===== src/rtl/wide_add_pkg.sv =====
// Shared types and constants for the word-serial wide adder controller.
package wide_add_pkg;

   localparam int WORD_W = 32;

   typedef enum logic [1:0] {
      IDLE = 2'd0,
      RUN  = 2'd1,
      DONE = 2'd2
   } state_e;

   // Word-index width; a single-word build still needs a 1-bit counter.
   function automatic int clog2_min1(input int words);
      return (words <= 1) ? 1 : $clog2(words);
   endfunction

endpackage


===== src/rtl/fa_32.sv =====
// Existing 32-bit combinational full adder datapath.
module fa_32 (
   input  logic [31:0] a,
   input  logic [31:0] b,
   input  logic        c_in,
   output logic [31:0] s,
   output logic        c_out
);

   assign {c_out, s} = {1'b0, a} + {1'b0, b} + {32'd0, c_in};

endmodule


===== src/rtl/wide_add_ctrl.sv =====
// Word-serial WORDS x 32-bit adder sequencing one shared fa_32, LSW first.
// Optional subtract mode with the `sub` port when WIDE_ADD_SUB_EN is defined.
module wide_add_ctrl
   import wide_add_pkg::*;
#(
   parameter int WORDS = 4
) (
   input  logic                      clk,
   input  logic                      rst,
   input  logic                      start,
   input  logic [WORD_W*WORDS-1:0]   a,
   input  logic [WORD_W*WORDS-1:0]   b,
   input  logic                      c_in,
`ifdef WIDE_ADD_SUB_EN
   input  logic                      sub,
`endif
   output logic                      busy,
   output logic                      done,
   output logic [WORD_W*WORDS-1:0]   s,
   output logic                      c_out
);

   localparam int W  = WORD_W * WORDS;
   localparam int IW = clog2_min1(WORDS);
   localparam logic [IW-1:0] LAST_IDX = IW'(WORDS - 1);

   state_e          state_q, state_d;
   logic [IW-1:0]   idx_q, idx_d;
   logic            carry_q, carry_d;
   logic [W-1:0]    a_q, a_d;
   logic [W-1:0]    b_q, b_d;
   logic [W-1:0]    s_q, s_d;
   logic            c_out_q, c_out_d;
   logic            busy_q, busy_d;
   logic            done_q, done_d;

   logic            sub_sel;
   logic [WORD_W-1:0] fa_a, fa_b, fa_s;
   logic            fa_co;

`ifdef WIDE_ADD_SUB_EN
   assign sub_sel = sub;
`else
   assign sub_sel = 1'b0;
`endif

   assign fa_a = a_q[WORD_W*int'(idx_q) +: WORD_W];
   assign fa_b = b_q[WORD_W*int'(idx_q) +: WORD_W];

   fa_32 u_fa (
      .a     (fa_a),
      .b     (fa_b),
      .c_in  (carry_q),
      .s     (fa_s),
      .c_out (fa_co)
   );

   always_comb begin
      state_d = state_q;
      idx_d   = idx_q;
      carry_d = carry_q;
      a_d     = a_q;
      b_d     = b_q;
      s_d     = s_q;
      c_out_d = c_out_q;
      busy_d  = busy_q;
      done_d  = 1'b0;
      case (state_q)
         IDLE: begin
            busy_d = 1'b0;
            if (start) begin
               // Subtraction is a + ~b + 1, so the inverted operand and forced carry are latched here.
               a_d     = a;
               b_d     = sub_sel ? ~b : b;
               carry_d = sub_sel ? 1'b1 : c_in;
               s_d     = '0;
               c_out_d = 1'b0;
               idx_d   = '0;
               busy_d  = 1'b1;
               state_d = RUN;
            end
         end
         RUN: begin
            s_d[WORD_W*int'(idx_q) +: WORD_W] = fa_s;
            carry_d = fa_co;
            if (idx_q == LAST_IDX) begin
               state_d = DONE;
            end else begin
               idx_d = idx_q + IW'(1);
            end
         end
         DONE: begin
            done_d  = 1'b1;
            c_out_d = carry_q;
            idx_d   = '0;
            state_d = IDLE;
         end
         default: begin
            state_d = IDLE;
         end
      endcase
   end

   always_ff @(posedge clk) begin
      if (rst) begin
         state_q <= IDLE;
         idx_q   <= '0;
         carry_q <= 1'b0;
         s_q     <= '0;
         c_out_q <= 1'b0;
         busy_q  <= 1'b0;
         done_q  <= 1'b0;
      end else begin
         state_q <= state_d;
         idx_q   <= idx_d;
         carry_q <= carry_d;
         s_q     <= s_d;
         c_out_q <= c_out_d;
         busy_q  <= busy_d;
         done_q  <= done_d;
      end
   end

   // Operand copies are only read in RUN, so they need no reset.
   always_ff @(posedge clk) begin
      a_q <= a_d;
      b_q <= b_d;
   end

   assign busy  = busy_q;
   assign done  = done_q;
   assign s     = s_q;
   assign c_out = c_out_q;

endmodule

===== config.mk =====
export PLATFORM = sky130hd
export DESIGN_NAME = wide_add_ctrl
export DESIGN_NICKNAME = d
export VERILOG_FILES = /design/src/rtl/wide_add_pkg.sv /design/src/rtl/fa_32.sv /design/src/rtl/wide_add_ctrl.sv
export SDC_FILE = /design/constraint.sdc
export NUM_CORES = 1
export LEC_CHECK = 0
export CAP_MARGIN = 10
export CORE_UTILIZATION = 49
export DETAILED_ROUTE_END_ITERATION = 12
export PLACE_DENSITY = 0.86
export SLEW_MARGIN = 15
export SYNTH_ARGS = -nofsm -noshare
export SYNTH_HDL_FRONTEND = slang
export SYNTH_SLANG_ARGS = --single-unit

===== constraint.sdc =====
create_clock -name clk -period 8.7 [get_ports clk]
set_input_delay 1.74 -clock clk [delete_from_list [all_inputs] [get_ports clk]]
set_output_delay 1.74 -clock clk [all_outputs]
set_load 0.02 [all_outputs]

==> out/qor.csv, run 1 <==
stage;metric;value;unit
run_status;status;completed;
worst_setup_path;crit_path_start_kind;register;
synthesis;syn-cell-area;15600;sq um
clock_network;cts.path.max_buffers;3;
clock_network;htree_levels;2;
worst_setup_path;path_class;register to register;
clock_network;cts-root-buf;clkbuf_16;
synthesis;synth_ff_type;edfxtp_1;
cells_and_area;area_delta_synth_final;36.9;%
clock_network;clock-sinks;392;
placed_design;numPortBuffers;390;
die;coreArea;31500;sq um
power;seq_power_share;45.2;%
sta;max_slew_margin;19.8;%
route;routed_wl;43.4;mm
clock_network;cts_buffers;41;
route;via_per_inst;5.88;
sta;max_slew.worst_pin.slew;1200;ps
synthesis;ys_async_sr_fraction;0;%
cells_and_area;drive_gt1_share;11.0;%
power;clockPowerShare;39.2;%
min_path;min_path_type;register to register;
synthesis;synth-seq-area-share;66.6;%
sta;setup_viol;0;
worst_setup_path;worstPathArrival;5260;ps
job;maxCapViolCount;0;
route;drtIter0Drc;955;
global_routing;grt_pass1_wl;65.1;mm
power;leakage;7.51;nW
cells_and_area;n_fill_cell;2100;
global_routing;track_usage;26.3;%
die;fp-row-count;65;
power;powerDensity;219;nW/um^2
global_routing;antenna_found_initial;0;
worst_setup_path;cp-end-kind;register;
placed_design;place.gp.congestion;0.869;
power;power;4.69;mW
placed_design;dp_hpwl;30.8;mm
global_routing;grt_pass1_vias;11213;
clock_network;cts_tree;yes;
clock_network;insertion_delay;540;ps
sta;hold_ws;466;ps
die;dieArea;32600;sq um
clock_network;cts_hold_buffers;0;
route;ant_nets;0;
power;vdd_ir_drop_max;0.168;mV
sta;fin_worst_skew;17.3;ps
cells_and_area;fin_nets;1721;
route;drt_first_pass_iters;5;
global_routing;grt_max_degree;130;
die;io_pins;391;
worst_setup_path;worstPathRequired;9170;ps
sta;setup_tns;0;ps
sta;period_minus_slack;4800;ps
synthesis;syn_inst;1040;
power;power.switching;1.17;mW
route;avgRoutedWirePerCell;23.4;um
power;power_switching_share;25.0;%
route;drcViolationCount;0;
sta;drv_slew;0;
placed_design;dp.cells;1783;
route;vias;10932;
synthesis;synth_nets;1337;
synthesis;synthDistinctLibCells;69;
cells_and_area;diodes;0;
power;comb_power_share;15.6;%
cells_and_area;fin_cells;1859;
clock_network;cts.clk_slew.worst_paths;60;ps
synthesis;synth_edf_count;256;
clock_network;cts_resized;0;
die;dieHeight;181;um
power;p_int;3.52;mW
synthesis;synth_area_per_cell;15.0;sq um
synthesis;yosys_register_bits;392;
die;start_util;49.7;%
sta;rsz0062_at_grt;false;
cells_and_area;fin_util;68.0;%
worst_setup_path;cp_max_fo;42;
global_routing;gr-total-overflow;0;
clock_network;post_cts_buffers;0;
sta;hold_viol_final;0;
die;die_w;181;um
sta;period_share;55.1;%
synthesis;ys_warn_count;0;
sta;max_freq;0.209;GHz
==> per-layer routing <==
layer  share of wire [%]  GRT usage (%)  vias up  wire (um)
li1                    -              -     4845          -
met1                  38           32.3     5380      16600
met2                  49           44.2      588      21300
met3                 8.6           6.51      119       3730
met4                 4.1           11.3        0       1760
met5                   0              0        -          0
==> through the flow <==
stage          cell area, sq um  setup WS (ps)
2_1_floorplan             15600           1330
5_1_grt                   21400           3510
3_3_place_gp              19900           4090
6_report                  21400           3900
3_5_place_dp              19900           3930
4_1_cts                   21400           3880
==> worst max-delay path, cell delays in order, from the launching register on <==
cell	delay, ps
dfxtp_4	720
buf_4	740
mux4_2	610
ha_1	510
nand2_1	220
nor2_1	240
o211ai_1	120
a21oi_1	230
o221ai_1	270
o311ai_0	760
a22o_1	220
==> synthesized netlist by cell type (all sizes together) (4+ instances only) <==
library cell,number,share of area (%)
nand4,5,0.20
nand2,44,1.1
a21oi,42,1.3
mux4,64,9.2
inv,13,0.31
nand3,4,0.13
o31ai,4,0.19
nand2b,16,0.64
xnor2,12,0.67
a211oi,4,0.30
a31oi,7,0.28
clkbuf,47,1.1
o21a,4,0.19
buf,10,0.26
ha,35,2.8
nor2,83,2.0
xor2,9,0.50
nand3b,4,0.19
nor2b,11,0.44
nor3,9,0.29
edfxtp,256,49
a22o,61,3.4
a21o,14,0.67
and3,7,0.28
nor4,5,0.30
o21ai,35,1.1
dfxtp,136,17
a22oi,55,2.6
==> registers in the layout, indices dropped and copies added (netlist names) <==
signal / cells
a_q: 128
busy: 1
done: 1
s: 128
b_q: 128
state_q: 2
c_out: 1
carry_q: 1
idx_q: 2
==> cell type report <==
class | instances | area (sq um) | share of cell area (%)
sequential | 392 | 10400 | 48.7
multi-input combinational | 578 | 4990 | 23.3
timing repair buffer | 398 | 3970 | 18.6
clock buffer | 64 | 1340 | 6.26
tap | 402 | 503 | 2.35
clock inverter | 12 | 121 | 0.567
inverter | 13 | 56.3 | 0.263
==> power groups by stage <==
stage,sequential [mW],combinational [mW],clock (mW)
after floorplan,2.17,0.406,0
after global placement,2.15,0.704,0
after detailed placement,2.16,0.720,0
after CTS,2.12,0.726,1.86
after global routing,2.13,0.781,1.94
final,2.12,0.733,1.84
==> cells in the final DEF, fill, tap and decap left out, types with 14 or more instances in the layout <==
| master | netlist | routed |
|---|---|---|
| a21o_1 | 14 | 14 |
| a22oi_1 | 55 | 55 |
| o21ai_0 | 30 | 30 |
| a21oi_1 | 42 | 42 |
| nor2_1 | 83 | 83 |
| edfxtp_1 | 256 | 256 |
| clkbuf_16 | 0 | 47 |
| mux4_2 | 64 | 64 |
| dfxtp_1 | 136 | 134 |
| a22o_1 | 61 | 61 |
| nand2b_1 | 16 | 16 |
| ha_1 | 35 | 35 |
| nand2_1 | 43 | 43 |
| clkdlybuf4s50_1 | 0 | 389 |
==> logic make-up after synthesis <==
| family | Yosys count | synth area share [%] |
|---|---|---|
| fa+ha+maj | 37 | 3.06 |
| buf+inv | 70 | 1.72 |
| flops | 392 | 66.6 |
| mux | 66 | 9.35 |
| xor+xnor | 21 | 1.18 |
| compound gates | 247 | 11.5 |
| simple gates | 207 | 6.56 |
==> final timing paths <==
| check | start | endpoint | slack, ps | cells after the start |
|---|---|---|---|---|
| max | idx_q[0] | s[125] | 3900 | 10 |
| min | s[123] | s[123] | 470 | 2 |
| max reg2reg | idx_q[0] | s[125] | 3900 | 10 |
| min reg2reg | s[123] | s[123] | 470 | 2 |
Note: power is estimated with default switching activity, not from simulation.
==> run 2: changes to the inputs <==
==> constraint.sdc (replaced) <==
create_clock -name clk -period 4.9 [get_ports clk]
set_input_delay 0.98 -clock clk [delete_from_list [all_inputs] [get_ports clk]]
set_output_delay 0.98 -clock clk [all_outputs]
set_load 0.02 [all_outputs]
==> run 2 against run 1 <==
  * Total power up 73%
  * Flip-flop and latch count unchanged
  * Combinational power up 79%
  * Utilization about the same
  * Clock-buffer cell count fell by 12
  * Clock power is 66% higher
  * Global-route usage rose by 0.053 points
  * First-iteration DRC count shrank 15%
  * Critical path depth did not move
  * Sequential power is 77% higher
  * Maximum frequency up 9.5%
  * Critical endpoint unchanged
  * Highest routed layer unchanged
==> out/qor.csv, run 2 (synthesized netlist as in run 1, its figures left out) <==
stage;metric;value;unit;change
clock_network;cts-root-buf;clkbuf_16;;
die;die_w;181;um;unchanged
clock_network;cts.clk_slew.worst_paths;60;ps;about the same
worst_setup_path;cp_num_buf_inv;1;;unchanged
route;drt_first_pass_iters;6;;+1
power;p_int;6.06;mW;+72%
placed_design;place.gp.congestion;0.869;;about the same
cells_and_area;fin_nets;1733;;+0.70%
placed_design;dp.cells;1794;;+0.62%
placed_design;numPortBuffers;390;;unchanged
die;io_pins;391;;unchanged
clock_network;insertion_delay;540;ps;about the same
sta;period_share;89.4;%;+34 points
global_routing;grt_max_degree;96;;-26%
route;vias;10781;;-1.4%
clock_network;cts_resized;0;;unchanged
placed_design;dp_hpwl;31.3;mm;+1.7%
power;powerDensity;380;nW/um^2;+73%
worst_setup_path;cp_max_fo;23;;-45%
cells_and_area;fin_util;68.0;%;about the same
clock_network;cts.path.max_buffers;3;;unchanged
global_routing;antenna_found_initial;0;;unchanged
power;power.switching;2.06;mW;+76%
die;coreArea;31500;sq um;unchanged
clock_network;clock-sinks;392;;unchanged
worst_setup_path;cp-end-kind;register;;
cells_and_area;diodes;0;;unchanged
clock_network;cts_tree;yes;;
global_routing;grt_pass1_vias;11083;;-1.2%
route;ant_nets;0;;unchanged
power;leakage;7.50;nW;-0.16%
cells_and_area;n_fill_cell;2097;;-0.14%
sta;rsz0062_at_grt;false;;
die;start_util;49.7;%;unchanged
power;vdd_ir_drop_max;0.295;mV;+75%
route;routed_wl;43.2;mm;-0.47%
cells_and_area;area_delta_synth_final;36.8;%;about the same
die;dieHeight;181;um;unchanged
sta;max_slew.worst_pin.slew;1070;ps;-132 ps
cells_and_area;drive_gt1_share;11.3;%;+0.33 points
worst_setup_path;critPathTopFamily;compound AO/OA/AOI/OAI gates;;
power;clockPowerShare;37.7;%;-1.5 points
worst_setup_path;crit_path_start_kind;register;;
worst_setup_path;path_class;register to register;;
power;comb_power_share;16.1;%;+0.5 points
clock_network;cts_hold_buffers;0;;unchanged
clock_network;post_cts_buffers;0;;unchanged
cells_and_area;final_common_cell;clkdlybuf4s50_1;;
sta;setup_viol;0;;unchanged
route;drtIter0Drc;816;;-15%
sta;max_freq;0.228;GHz;+9.5%
worst_setup_path;worstPathRequired;5360;ps;-3810 ps
cells_and_area;fin_cells;1870;;+0.59%
sta;hold_viol_final;0;;unchanged
die;fp-row-count;65;;unchanged
clock_network;cts_buffers;41;;unchanged
route;drcViolationCount;0;;unchanged
job;maxCapViolCount;0;;unchanged
worst_setup_path;critPathMaxStageDelay;730;ps;-30 ps
route;via_per_inst;5.77;;-2.0%
die;dieArea;32600;sq um;unchanged
power;power_switching_share;25.4;%;+0.40 points
route;avgRoutedWirePerCell;23.1;um;-1.1%
placed_design;placed_area;20000;sq um;+0.54%
cells_and_area;most-common-layout-cells;389 x clkdlybuf4s50_1, 256 x edfxtp_1, 134 x dfxtp_1, 83 x nor2_1, 64 x mux4_2;;
run_status;status;completed;;
cells_and_area;design_area;21400;sq um;about the same
sta;fin_worst_skew;22.6;ps;+5.24 ps
global_routing;grt_pass1_wl;64.6;mm;-0.71%
worst_setup_path;worstPathArrival;4840;ps;-420 ps
sta;max_slew_margin;28.6;%;+8.9 points
sta;drv_slew;0;;unchanged
min_path;min_path_type;register to register;;
clock_network;htree_levels;2;;unchanged
worst_setup_path;crit_slowest_cell;o311ai_0;;
global_routing;track_usage;26.3;%;+0.053 points
power;seq_power_share;46.2;%;+1.0 points
worst_setup_path;path_cells;buf_4 > mux4_2 > ha_1 > nand2_1 > nor2_1 > o211ai_1 > a21oi_1 > o221ai_1 > o311ai_0 > a22o_1;;
sta;period_minus_slack;4380;ps;-416 ps
global_routing;gr-total-overflow;0;;unchanged
-- run 2: changes by cell type in the layout (fill, tap and decap cells not counted), moves of 2 or more --
cell | before | now
buf_4 | 7 | 17
clkbuf_8 | 10 | 0
clkinv_2 | 5 | 9
clkinv_1 | 1 | 5
inv_6 | 3 | 1
clkinv_4 | 0 | 2
clkbuf_16 | 47 | 44
clkinvlp_4 | 0 | 3
buf_12 | 1 | 3
-- run 2: power groups by stage --
stage	Combinational, mW	Clock (mW)	Sequential (mW)
6_report	1.31	3.06	3.75
4_1_cts	1.30	3.11	3.76
3_5_place_dp	1.29	0	3.82
5_1_grt	1.40	3.25	3.76
3_3_place_gp	1.26	0	3.81
2_1_floorplan	0.722	0	3.84
-- run 2: routing by layer --
metal  GRT usage [%]  part of all wire, %  vias up
li1                -                    -     4875
met5               0                    0        -
met3            6.47                  8.0      125
met1            31.1                   38     5230
met2            45.6                   49      551
met4            11.9                  4.9        0
-- run 2: stage by stage --
step | TNS (ps) | power, mW | setup WS (ps) | hold slack [ps]
4_1_cts | 0 | 8.16 | 513 | 462
6_report | 0 | 8.12 | 520 | 456
2_1_floorplan | -86570 | 4.56 | -338 | 498
3_5_place_dp | 0 | 5.11 | 536 | 448
5_1_grt | 0 | 8.41 | 194 | 493
3_3_place_gp | 0 | 5.07 | 754 | 437
-- run 2: layout make-up --
class | count | area, sq um | area share [%]
clock buffers | 52 | 1130 | 5.29
clock inverters | 23 | 201 | 0.942
inverters | 13 | 52.6 | 0.246
multi-input cells | 578 | 4990 | 23.4
flip-flops and latches | 392 | 10400 | 48.7
well taps | 402 | 503 | 2.35
repair buffers | 410 | 4090 | 19.1
-- run 2: path summary, 6_finish.rpt --
check / from / to / slack (ps) / cells after the start
max: idx_q[0] / s[125] / 520 / 10
min: s[57] / s[57] / 460 / 2
max reg2reg: idx_q[0] / s[125] / 520 / 10
min reg2reg: s[57] / s[57] / 460 / 2
-- run 2: worst reg2reg max path: cells and delay by family, from the launching register on --
family	cells	cell delay, ps
AO/OA/AOI/OAI	5	1660
multiplexers	1	610
flip-flops	1	540
adder cells (fa/ha/maj)	1	540
buffers and inverters	1	500
AND/OR/NAND/NOR	2	470
==> run 3: changes to the inputs <==
--- a/config.mk
+++ b/config.mk
@@ -7,6 +7,7 @@
 export LEC_CHECK = 0
 export CAP_MARGIN = 10
 export CORE_UTILIZATION = 49
+export CTS_CLUSTER_DIAMETER = 100
 export DETAILED_ROUTE_END_ITERATION = 12
 export PLACE_DENSITY = 0.86
 export SLEW_MARGIN = 15
==> results of run 3 <==
Final layout, timing and power as in run 2 (identical DEF).
